[config.mk]
export PLATFORM = sky130hd
export DESIGN_NAME = read_responder
export DESIGN_NICKNAME = d
export VERILOG_FILES = /design/src/rtl/read_responder.sv
export SDC_FILE = /design/constraint.sdc
export NUM_CORES = 1
export LEC_CHECK = 0
export ABC_AREA = 0
export BUFFER_PORTS_ARGS = -buffer_cell sky130_fd_sc_hd__buf_4
export CAP_MARGIN = 20
export CELL_PAD_IN_SITES_DETAIL_PLACEMENT = 0
export CELL_PAD_IN_SITES_GLOBAL_PLACEMENT = 2
export CORE_UTILIZATION = 30
export CTS_CLUSTER_SIZE = 8
export DETAILED_ROUTE_END_ITERATION = 12
export GPL_ROUTABILITY_DRIVEN = 0
export HOLD_SLACK_MARGIN = 0.08
export PLACE_DENSITY = 0.65
export SLEW_MARGIN = 20
export SYNTH_ARGS = -nofsm -noshare
export SYNTH_HDL_FRONTEND = slang
export SYNTH_SLANG_ARGS = --single-unit
[constraint.sdc]
create_clock -name clk -period 2.75 [get_ports clk]
set_input_delay 0 -clock clk [delete_from_list [all_inputs] [get_ports clk]]
set_output_delay 0 -clock clk [all_outputs]
set_load 0.02 [all_outputs]
[src/rtl/read_responder.sv]
// Read-return server: queues per-thread read requests, issues them to a fixed-latency
// memory port in FIFO order and emits one read_return_t per completed read.

typedef logic [4:0]  thread_id_t;
typedef logic [31:0] rd_data_t;

typedef struct packed {
   logic       valid;
   thread_id_t receive_id;
   rd_data_t   data;
   logic [1:0] status;
} read_return_t;

module read_responder #(
   parameter int DEPTH       = 4,
   parameter int ADDR_W      = 16,
   parameter int MEM_LATENCY = 2
) (
   input  logic                   clk,
   input  logic                   rst_n,
   input  logic                   halt,
   input  logic                   req_valid,
   input  thread_id_t             req_id,
   input  logic [ADDR_W-1:0]      req_addr,
   output logic                   req_ready,
   output logic                   mem_rd_en,
   output logic [ADDR_W-1:0]      mem_addr,
   input  rd_data_t               mem_rd_data,
   output read_return_t           data_return,
   output logic [$clog2(DEPTH):0] pending_count,
   output logic                   idle
);

   localparam int PTR_W = $clog2(DEPTH);
   localparam int CNT_W = PTR_W + 1;

   logic [ADDR_W-1:0]      addr_mem [DEPTH];
   thread_id_t             id_mem   [DEPTH];
   logic [PTR_W-1:0]       wr_ptr_reg;
   logic [PTR_W-1:0]       rd_ptr_reg;
   logic [CNT_W-1:0]       count_reg;
   thread_id_t             issue_id_reg;
   logic [MEM_LATENCY-1:0] tag_valid_reg;
   thread_id_t             tag_id_reg [MEM_LATENCY];
   logic                   push;
   logic                   pop;

   // Readiness comes from the registered count only, so a same-cycle pop never frees a slot.
   assign req_ready     = (count_reg < CNT_W'(DEPTH));
   assign push          = req_valid && req_ready;
   assign pop           = (count_reg != '0) && !halt;
   assign pending_count = count_reg;
   assign idle          = (count_reg == '0) && (tag_valid_reg == '0) &&
                          !mem_rd_en && !data_return.valid;

   always_ff @(posedge clk) begin
      if (push) begin
         addr_mem[wr_ptr_reg] <= req_addr;
         id_mem[wr_ptr_reg]   <= req_id;
      end
   end

   always_ff @(posedge clk or negedge rst_n) begin
      if (!rst_n) begin
         wr_ptr_reg   <= '0;
         rd_ptr_reg   <= '0;
         count_reg    <= '0;
         mem_rd_en    <= 1'b0;
         mem_addr     <= '0;
         issue_id_reg <= '0;
      end else begin
         if (push) begin
            wr_ptr_reg <= wr_ptr_reg + 1'b1;
         end
         mem_rd_en <= pop;
         if (pop) begin
            rd_ptr_reg   <= rd_ptr_reg + 1'b1;
            mem_addr     <= addr_mem[rd_ptr_reg];
            issue_id_reg <= id_mem[rd_ptr_reg];
         end
         if (push && !pop) begin
            count_reg <= count_reg + 1'b1;
         end else if (pop && !push) begin
            count_reg <= count_reg - 1'b1;
         end
      end
   end

   // Tag pipeline tracks each strobe until its data arrives, then builds the return word.
   always_ff @(posedge clk or negedge rst_n) begin
      if (!rst_n) begin
         tag_valid_reg <= '0;
         for (int i = 0; i < MEM_LATENCY; i++) begin
            tag_id_reg[i] <= '0;
         end
         data_return <= '0;
      end else begin
         tag_valid_reg[0] <= mem_rd_en;
         tag_id_reg[0]    <= issue_id_reg;
         for (int i = 1; i < MEM_LATENCY; i++) begin
            tag_valid_reg[i] <= tag_valid_reg[i-1];
            tag_id_reg[i]    <= tag_id_reg[i-1];
         end
         data_return <= '0;
         if (tag_valid_reg[MEM_LATENCY-1]) begin
            data_return.valid      <= 1'b1;
            data_return.receive_id <= tag_id_reg[MEM_LATENCY-1];
            data_return.data       <= mem_rd_data;
         end
      end
   end

endmodule

==> out/summary.txt <==
STA
----------------------------------------------------------------------------------------------------
Slew HR                                                                                        33.2%
Actual slew at the worst max-slew pin                                                        1000 ps
Total negative setup slack                                                                      0 ps
Pins Over Slew Limit                                                                               0
F_max                                                                                      0.469 GHz
Post-layout min period                                                                       2130 ps
Setup repair after global routing missed its margin                                            false
Clock Skew                                                                                   6.54 ps
Share of the cycle needed by the critical path after routing                                   77.5%
Hold violation count in the final report                                                           0
Finish-stage setup viols                                                                           0

CLOCK TREE
----------------------------------------------------------------------------------------------------
H-tree depth reported by CTS                                                                       4
CTS Sinks                                                                                        163
Clock latency on the worst-skew pair                                                          420 ps
Maximum buffer depth of the clock tree                                                             2
Setup repair bufs after CTS                                                                        0
Clock tree from TritonCTS                                                                       done
Clock buffer count from CTS                                                                       17
Cell at the root of the clock tree                                                         clkbuf_16
Clock-pin slew reported for the worst setup and hold paths after clock tree synthesis          60 ps

DETAILED ROUTING
----------------------------------------------------------------------------------------------------
Pre-antenna DRT Iters                                                                              5
Final Routed Wirelength                                                                      11.3 mm
DR DRC count                                                                                       0
Count of routing violations after the opening detailed-route iteration                           107
ANT nets after route                                                                               0
Detailed-route vias per instance                                                                4.11
Wire per inst                                                                                15.2 um
Detailed-route via count                                                                        3060

GRT
----------------------------------------------------------------------------------------------------
First-pass GRT wire length                                                                   17.5 mm
Vias in the first global route                                                                  3234
Global-route congestion overflow total                                                             0
Antenna violations before repair                                                                   0
Gr usage total                                                                                 11.9%
Pin count of the biggest net entering global routing                                              80

POWER
----------------------------------------------------------------------------------------------------
Power per Cell Area                                                                      972 nW/um^2
Worst VDD drop                                                                                387 uV
Leak Pwr                                                                                     3.40 nW

PLACE
----------------------------------------------------------------------------------------------------
I/O Buffers                                                                                      116
Half-perimeter wire length after placement                                                   6.54 mm

DIE
----------------------------------------------------------------------------------------------------
Initial standard-cell utilization of the core                                                  31.0%
Count of standard-cell rows                                                                       50
Die Outline Area                                                                         20100 sq um
Core region area                                                                         19000 sq um
DIE HEIGHT                                                                                    142 um
Count of pins on the block boundary                                                              119
Die Wd                                                                                        142 um

SYNTHESIS
----------------------------------------------------------------------------------------------------
Dominant combinational cell family by area after synthesis                              multiplexers
Post-synthesis share of cell area spent on xor and xnor gates                                 0.895%
Top post-synthesis cells by area                                                        edfxtp_1 (43%), dfrtp_1 (34%), mux4_2 (6.9%), mux2_4 (4.6%), and2_1 (4.5%)
Top cell type's share of synthesized area                                                      43.0%
Sequential fraction of the synthesis area                                                      76.7%
Ys Warns                                                                                           0
Adder-Cell Fraction of Synth Area                                                              1.41%
Mean area per synthesized cell                                                            20.4 sq um
Simple-gate area share of the yosys netlist                                                    5.14%
Largest area contributor in the synthesized netlist                                         edfxtp_1
Multiplexer share of the synthesized area                                                      13.6%
Post-Synthesis Cells                                                                             288
Yosys cell types                                                                                  27
Synth Area in Compound Gates                                                                 0.0853%
Post-Synthesis Cell Area                                                                  5870 sq um
Yosys reg bits                                                                                   163

CRITICAL PATH
----------------------------------------------------------------------------------------------------
Delay of the slowest cell on the worst path                                                   480 ps
Number of buffers and inverters on the critical path                                               2
CP delay by family, top                                                                 simple AND/OR/NAND/NOR gates
Arrival time at the worst endpoint                                                           2470 ps
Most frequent cell on the critical path                                                        inv_1
Category of the worst setup path launch point                                               register
Chain of cells forming the critical path                                                nor3_1 -> nor2_4 -> inv_1 -> ha_1 -> inv_1 -> fa_1 -> xor2_1 -> nor2_1 -> xnor2_1
Maximum net fanout on the critical path                                                            4
Type of the setup path with the least slack                                               reg -> reg
Category of the worst setup path capture point                                              register
Worst-path cell with the longest stage delay                                                  nor3_1
WP data required                                                                             3090 ps

CELLS AND AREA
----------------------------------------------------------------------------------------------------
Largest registers ranked by flip-flop count                                             addr_mem x64, data_return x38, id_mem x20
Fraction of final layout cells sized beyond drive strength 1                                   40.0%
Post-layout utilization of the core                                                            43.1%
Layout net count                                                                                 535
Number of flip-flops under the largest register name                                              64
Largest register by flop count                                                              addr_mem
# diodes                                                                                           0
Area growth, synth to finish                                                                   39.2%

OUTCOME
----------------------------------------------------------------------------------------------------
Outcome                                                                                 complete, no violations

HOLD PATH
----------------------------------------------------------------------------------------------------
Worst hold-check path type                                                               in -> async

RUN
----------------------------------------------------------------------------------------------------
Max-cap viol count                                                                                 0

[area by class of cell]
| cell class | instances | area [sq um] |
|---|---|---|
| inverter | 5 | 18.8 |
| clock buffer | 24 | 524 |
| multi-input combinational | 107 | 1250 |
| clock inverter | 8 | 67.6 |
| tap | 260 | 325 |
| fill | 1714 | 10800 |
| timing repair buffer | 178 | 1480 |
| sequential | 163 | 4500 |
[cells in the mapped netlist, drive strengths merged]
cell type / count
and2: 42
buf: 9
clkbuf: 5
conb: 1
dfrtp: 79
edfxtp: 84
fa: 1
ha: 5
inv: 5
mux2: 22
mux4: 21
nand2: 1
nor2: 2
nor2b: 1
nor3: 1
nor3b: 1
nor4: 1
o21ai: 1
xnor2: 3
xor2: 3
[timing repair]
item / in CTS / in global routing
gates resized for setup: 0 / 0
hold buffers: 56 / 0
endpoints found under the hold margin: 198 / 0
[metrics by stage]
stage               std cells  setup WS [ps]  total power, W  hold WS [ps]  cell area [sq um]
finish                    745            620         0.00794           199               8170
global route              745            429         0.00834           273               8170
CTS                       745            591         0.00806           307               8170
detailed placement        657            601         0.00565           204               7010
global placement          657            732         0.00560           200               7010
floorplan                 289            507         0.00488          -296               5870
[placed cells by master (no fill, tap or decap)]
cell type	instances
edfxtp_1	84
inv_1	5
dfrtp_1	78
clkbuf_8	3
dfrtp_2	1
nor4_1	1
nor3b_1	1
and2_1	42
nand2_1	1
clkinv_2	5
buf_4	121
mux4_2	18
mux2_4	18
inv_4	2
nor3_1	1
xor2_1	3
fa_1	1
clkbuf_1	2
dlygate4sd3_1	56
buf_6	1
bufinv_16	1
nor2b_1	1
clkbuf_16	19
mux4_1	3
ha_1	5
xnor2_1	3
nor2_4	1
nor2_1	1
mux2_2	4
conb_1	2
o21ai_0	1
[path summary, 6_finish.rpt]
| check | endpoint | startpoint | slack, ps | cells after the start |
|---|---|---|---|---|
| worst max-delay path | pending_count[2]$_DFFE_PN0P_ | pending_count[0]$_DFFE_PN0P_ | 620 | 9 |
| worst min-delay path | data_return[16]$_DFF_PN0_ | rst_n | 200 | 2 |
| worst max register to register | pending_count[2]$_DFFE_PN0P_ | pending_count[0]$_DFFE_PN0P_ | 620 | 9 |
| worst min register to register | tag_id_reg[2]$_DFF_PN0_ | tag_id_reg[7]$_DFF_PN0_ | 350 | 0 |
| max in group asynchronous | rd_ptr_reg[0]$_DFFE_PN0P_ | rst_n | 2010 | 2 |
| min in group clk | addr_mem[3][2]$_DFFE_PP_ | req_addr[2] | 320 | 2 |
[power by group]
part	internal [W]	switching [W]
combinational	0.00115	0.000950
clock	0.00142	0.000908
sequential	0.00315	0.000360
total	0.00572	0.00222
[kinds of logic after synthesis]
family | count (synthesis)
adder cells (fa/ha/maj) | 6
other | 1
flip-flops | 163
AO/OA/AOI/OAI | 1
multiplexers | 43
XOR/XNOR | 6
buffers and inverters | 19
AND/OR/NAND/NOR | 49
[layer usage]
metal  vias to the layer above  global-route usage (%)  part of all wire, %
met5                         -                       0                    0
met4                         0                    4.24                  1.4
met3                        15                    4.08                  5.5
met2                       108                    19.7                   48
met1                      1525                    14.5                   45
li1                       1412                       -                    -
(Power assumes the default switching activity.)
